$ cat config.mk
export PLATFORM = sky130hd
export DESIGN_NAME = bcd_down_counter
export DESIGN_NICKNAME = d
export VERILOG_FILES = /design/src/rtl/bcd_down_counter.sv
export SDC_FILE = /design/constraint.sdc
export NUM_CORES = 1
export LEC_CHECK = 0
export ABC_AREA = 1
export BUFFER_PORTS_ARGS = -buffer_cell sky130_fd_sc_hd__buf_2
export CORE_MARGIN = 5
export CORE_UTILIZATION = 47
export CTS_CLUSTER_DIAMETER = 100
export DETAILED_ROUTE_END_ITERATION = 10
export HOLD_SLACK_MARGIN = 0.02
export PLACE_DENSITY = 0.88
export SYNTH_ARGS = -nofsm -noshare
export SYNTH_HDL_FRONTEND = slang
export SYNTH_SLANG_ARGS = --single-unit
$ cat constraint.sdc
create_clock -name clk -period 1.71 [get_ports clk]
set_clock_uncertainty 0.1 [all_clocks]
set_input_delay 0.171 -clock clk [delete_from_list [all_inputs] [get_ports clk]]
set_output_delay 0.171 -clock clk [all_outputs]
set_load 0.02 [all_outputs]
$ cat src/rtl/bcd_down_counter.sv
// ---------------------------------------------------------------------------
// bcd_down_counter
//   Synchronous multi-digit BCD down counter with loadable start value,
//   single-edge borrow ripple across all digits, zero detect, sticky
//   load-error flag and a combinational borrow-out for cascading.
//
// Parameters
//   DIGITS : number of BCD digits (1..8); count width is 4*DIGITS
//   WRAP   : 1 = 0 wraps to all 9s on an enabled tick, 0 = hold at 0
//
// Ports
//   clk  : rising-edge clock
//   rst  : synchronous reset, active-high (q=0, zero=1, err=0)
//   load : load din into the count on this edge (has priority over e)
//   din  : BCD load value, digit 0 in din[3:0]; nibbles > 9 load as 9
//   e    : count enable, decrement by one on this edge
//   q    : registered BCD count
//   zero : registered, high when q == 0
//   bo   : combinational borrow-out, e & ~load & (q == 0)
//   err  : registered, sticky until the next load/reset; set when the
//          most recent load contained a nibble > 9
// ---------------------------------------------------------------------------
module bcd_down_counter #(
    parameter int unsigned DIGITS = 2,
    parameter bit          WRAP   = 1'b1
) (
    input  logic                  clk,
    input  logic                  rst,
    input  logic                  load,
    input  logic [4*DIGITS-1:0]   din,
    input  logic                  e,
    output logic [4*DIGITS-1:0]   q,
    output logic                  zero,
    output logic                  bo,
    output logic                  err
);

    logic [4*DIGITS-1:0] cnt_q, cnt_d;
    logic                zero_q, zero_d;
    logic                err_q, err_d;

    logic [4*DIGITS-1:0] dec_val;
    logic [4*DIGITS-1:0] load_val;
    logic                load_bad;
    logic                borrow;
    logic [3:0]          dig;

    // Decrement path: the borrow walks up from the LSD and stops at the
    // first non-zero digit. If it survives past the MSD the count was 0.
    always_comb begin
        dec_val = cnt_q;
        borrow  = 1'b1;
        dig     = '0;
        for (int unsigned i = 0; i < DIGITS; i++) begin
            dig = cnt_q[4*i +: 4];
            if (borrow) begin
                dec_val[4*i +: 4] = (dig == 4'd0) ? 4'd9 : dig - 4'd1;
            end
            borrow = borrow & (dig == 4'd0);
        end
        // Saturating variant: at 0 the "all 9s" result is discarded.
        if (!WRAP && borrow) begin
            dec_val = cnt_q;
        end
    end

    // Load path: clamp every non-BCD nibble to 9 and flag it.
    always_comb begin
        load_val = din;
        load_bad = 1'b0;
        for (int unsigned i = 0; i < DIGITS; i++) begin
            if (din[4*i +: 4] > 4'd9) begin
                load_val[4*i +: 4] = 4'd9;
                load_bad           = 1'b1;
            end
        end
    end

    always_comb begin
        cnt_d = cnt_q;
        err_d = err_q;
        if (load) begin
            cnt_d = load_val;
            err_d = load_bad;
        end else if (e) begin
            cnt_d = dec_val;
        end
        zero_d = (cnt_d == '0);
    end

    always_ff @(posedge clk) begin
        if (rst) begin
            cnt_q  <= '0;
            zero_q <= 1'b1;
            err_q  <= 1'b0;
        end else begin
            cnt_q  <= cnt_d;
            zero_q <= zero_d;
            err_q  <= err_d;
        end
    end

    assign q    = cnt_q;
    assign zero = zero_q;
    assign err  = err_q;
    // zero_q always mirrors (cnt_q == 0), so it serves as the zero term here.
    assign bo   = e & ~load & zero_q;

endmodule

======== After elaboration in Yosys (flattened, before gate mapping) ========
Index checks and enable logic that the tools add are counted.
W data, S select, Z words.
word-level totals
  register bits after elaboration ......... 10
  input bits .............................. 12
  output and inout bits ................... 11
  word-level logic and storage cells ...... 22
cells by class
  add/subtract/negate cells ............... 2
  magnitude comparators ................... 2
  mux-type cells .......................... 9
  bitwise gates (word level) .............. 3
  reduce and logical (&&, ||, !) cells .... 3
operators by type and width
  operator               number
  $mux W4                5
  $mux W8                2
  $gt A4 B4 Y1 const B   2
  $logic_not A4 Y1       2
  $logic_not A8 Y1       1
  $sub A4 B1 Y4 const B  2
  $and A1 B1 Y1          2
  $mux W1                2
  $not A1 Y1             1

======== Depth between registers and ports, before layout ========
  depth in word-level cells ............... 6
  mapped depth ............................ 11
  gate-level depth less buffers ........... 11

======== Least setup slack after synthesis ========
No wires, ideal clock.
  kind .................................... reg-to-reg
  from .................................... register cnt_q[0] (netlist: q[0])
  to ...................................... register zero_q (netlist: zero)
  library setup time ...................... 0.058 ns
  arrival ................................. 1.211 ns
  data required time ...................... 1.552 ns
  path slack .............................. 0.341 ns
  cell stages (with the launch flop) ...... 11
  buffers on the path ..................... 0
  clock period less this slack ............ 1.369 ns
  cells stage by stage .................... dfxtp_1 > inv_1 > nand2_2 > nor2_4 > nand2_2 > nand2_1 > a21boi_2 > nand2_1 > nor2_2 > nand3_1 > nand2_1
on the way
  longest elaborated chain between the ends .. 5
  elaborated cells on any way between the ends .. 7
  those cells by class .................... add/sub (1); mux (4); reduce/logical (2)
RTL lines
  item                                                      RTL line  RTL
  start, declared                                           38        logic [4*DIGITS-1:0] cnt_q, cnt_d;
  start signal, assigned                                    97        cnt_q <= cnt_d;
  $sub A4 B1 Y4 / $logic_not A4 Y1 (equally long branches)  57, 59
  $mux W4, on equally long branches                         57, 56
  $mux W8 (*)                                               85        end else if (e) begin
  $mux W8 (*)                                               82        if (load) begin
  $logic_not A8 Y1 (*)                                      88        zero_d = (cnt_d == '0);
  end signal, assigned                                      98        zero_q <= zero_d;
  end, declared                                             39        logic zero_q, zero_d;
Mark *: on every way between the ends. The rest lies on a longest branch, timed or not.
A chain may end at the register's enable or synchronous reset.

======== Worst setup path in the final report ========
Ends and elaborated chain as after synthesis.

==> flow_summary.ini <==
[power_and_ir_drop]
comb_power_share = 0.279
power.leakage_uw = 0.000417
p_per_area_mw_per_mm2 = 855
power.internal_uw = 445
peakVddDrop_mv = 0.584
seq_power_share = 0.396
p_sw_uw = 229
power_frac_clock = 0.326
power.share.switching = 0.339

[clock_network]
cts_tree = done
clk_latency_ns = 0.27
cts.sinks = 10
cts_resized = 0
cts-root-buf = clkbuf_4
htreeDepth = 1
clk_pin_slew_ns = 0.07
post-cts-setup-buffers = 0
cts_buffers = 3
hold_buffers = 0
cts_max_path_buffers = 2

[finish]
diodes = 0
area_growth_pct = 22.1
seq_area_um2 = 200
final_cells = 136
stdcell_area_um2 = 788
layout_common_cells = nand2_1, buf_2, nor2_1, inv_1, dfxtp_1
layout-drive-gt1-share = 0.355
multi_input_area_um2 = 374
final_common_cell = nand2_1
fillers = 118
finalNetCount = 134

[die]
ios = 23
core.rowCount = 13
start_util = 0.496
fp.coreArea_mm2 = 0.00130
die_h_um = 47.1
die-area_mm2 = 0.00221
die_w_um = 47.1

[synth]
yosysTopAreaCellShare = 0.310
avgSynthCellArea_um2 = 6.66
synth.distinct_cells = 21
syn_nets = 109
ys_seq_elements = 10
synth_cells = 97
yosysSeqAreaShare = 0.310
ys_warn_count = 0
synth_top_area_cell = dfxtp_1
syn-cell-area_um2 = 646
synthTopCellsByArea = dfxtp_1, nand2_1, inv_1

[sta]
maxSlewHeadroom = 0.747
period_minus_slack_ns = 1.45
fin_crit_sh = 0.845
setup_slack_ns = 0.265
fmax_mhz = 692
rsz0062_at_grt = no
setup_viol = 0
fin_tns_setup_ns = 0
max_slew.worst_pin.slew_ns = 0.376
slew_viol_final = 0
hold_viol_final = 0

[drt]
drtIter0Drc = 17
avgRoutedWirePerCell_um = 11.8
via_count = 720
drtAntennaViolNets = 0
drc = 0
firstDrtPassIters = 4
routed_wl_mm = 1.61
via_per_inst = 5.29

[grt]
grt_util_all_layers = 0.174
grt_max_degree = 11
overflow = 0
grt_first_pass_wirelength_mm = 2.64
antenna_found_initial = 0
grt_pass1_vias = 654

[setup_path]
worst-endpoint-arrival_ns = 1.57
crit_family = simple AND/OR/NAND/NOR gates
crit_slowest_cell = dfxtp_1
cp-start-kind = flop
path_max_fanout = 4
cp-startpoint = q[0]$_SDFF_PP0_
max_stage_delay_ns = 0.33
path_cells = inv_1, nand3_2, nor2_4, nor2_2, a21boi_2, nand2_1, nor2_2, nand3_1, nand2_1
critical_path_class = reg2reg
endpoint_kind = flop
r2r-start = q[0]$_SDFF_PP0_
critPathBufInv = 1
cp.required_ns = 1.83

[min_path]
hold_path_class = in2reg
hold_start = rst

[placed_design]
portBuffers = 22
hpwl_mm = 1.29
dpl_cell_area_um2 = 752
post-place-cells = 132
pre_cts_slack_ns = 0.302
place.gp.congestion = 0.852

[run_status]
status = complete, no violations

[run]
max_cap_viol_count = 0
==> per-layer routing <==
layer,part of all wire,GRT usage,vias up,wire [um]
met3,0.11,0.0230,7,169
met1,0.35,0.190,316,565
met2,0.51,0.309,37,814
met5,0,0,-,0
met4,0.037,0.116,0,59
li1,-,-,360,-
==> metrics by stage <==
step / utilization / hold WS (ns) / total power [uW]
after floorplan: - / 0.237 / 406
after global placement: 0.578 / 0.362 / 451
after detailed placement: 0.578 / 0.363 / 457
after CTS: 0.606 / 0.0776 / 670
after global routing: 0.606 / 0.0958 / 711
final: 0.606 / 0.0829 / 674
==> final timing paths <==
check,cells past startpoint,slack (ns),endpoint
max reg2reg,9,0.26,zero$_SDFF_PP1_
min,2,0.08,q[5]$_SDFF_PP0_
min reg2reg,2,0.46,err$_SDFFE_PP0P_
max,9,0.26,zero$_SDFF_PP1_
==> registers in the layout, summed over array words and instances (netlist names) <==
signal / count
q: 8
err: 1
zero: 1
==> cell usage after synthesis, drive strengths merged <==
cell type / count
nor3: 1
dfxtp: 10
a21boi: 2
nor2: 18
nand2: 28
a31oi: 1
o21ai: 5
nand4: 3
a21oi: 3
nand3b: 1
nand3: 9
o31ai: 1
buf: 2
inv: 13
==> final cells by class <==
class	count	area share
clock buffer	4	0.0460
tap	15	0.0238
multi-input combinational	72	0.475
timing repair buffer	22	0.140
inverter	13	0.0619
sequential	10	0.254
==> power groups by stage <==
| stage | Clock (uW) | Combinational, uW | Sequential (uW) |
|---|---|---|---|
| after floorplan | 0 | 114 | 292 |
| after global placement | 0 | 180 | 271 |
| after detailed placement | 0 | 185 | 272 |
| after CTS | 216 | 187 | 267 |
| after global routing | 234 | 206 | 270 |
| final | 219 | 188 | 267 |
==> kinds of logic (layout without fill, tap and decap cells) <==
family	count (synthesis)	in the layout	share of synthesized area
buf+inv	15	39	0.110
compound gates	12	12	0.112
simple gates	60	60	0.467
flops	10	10	0.310
Note: power is estimated with default switching activity, not from simulation.
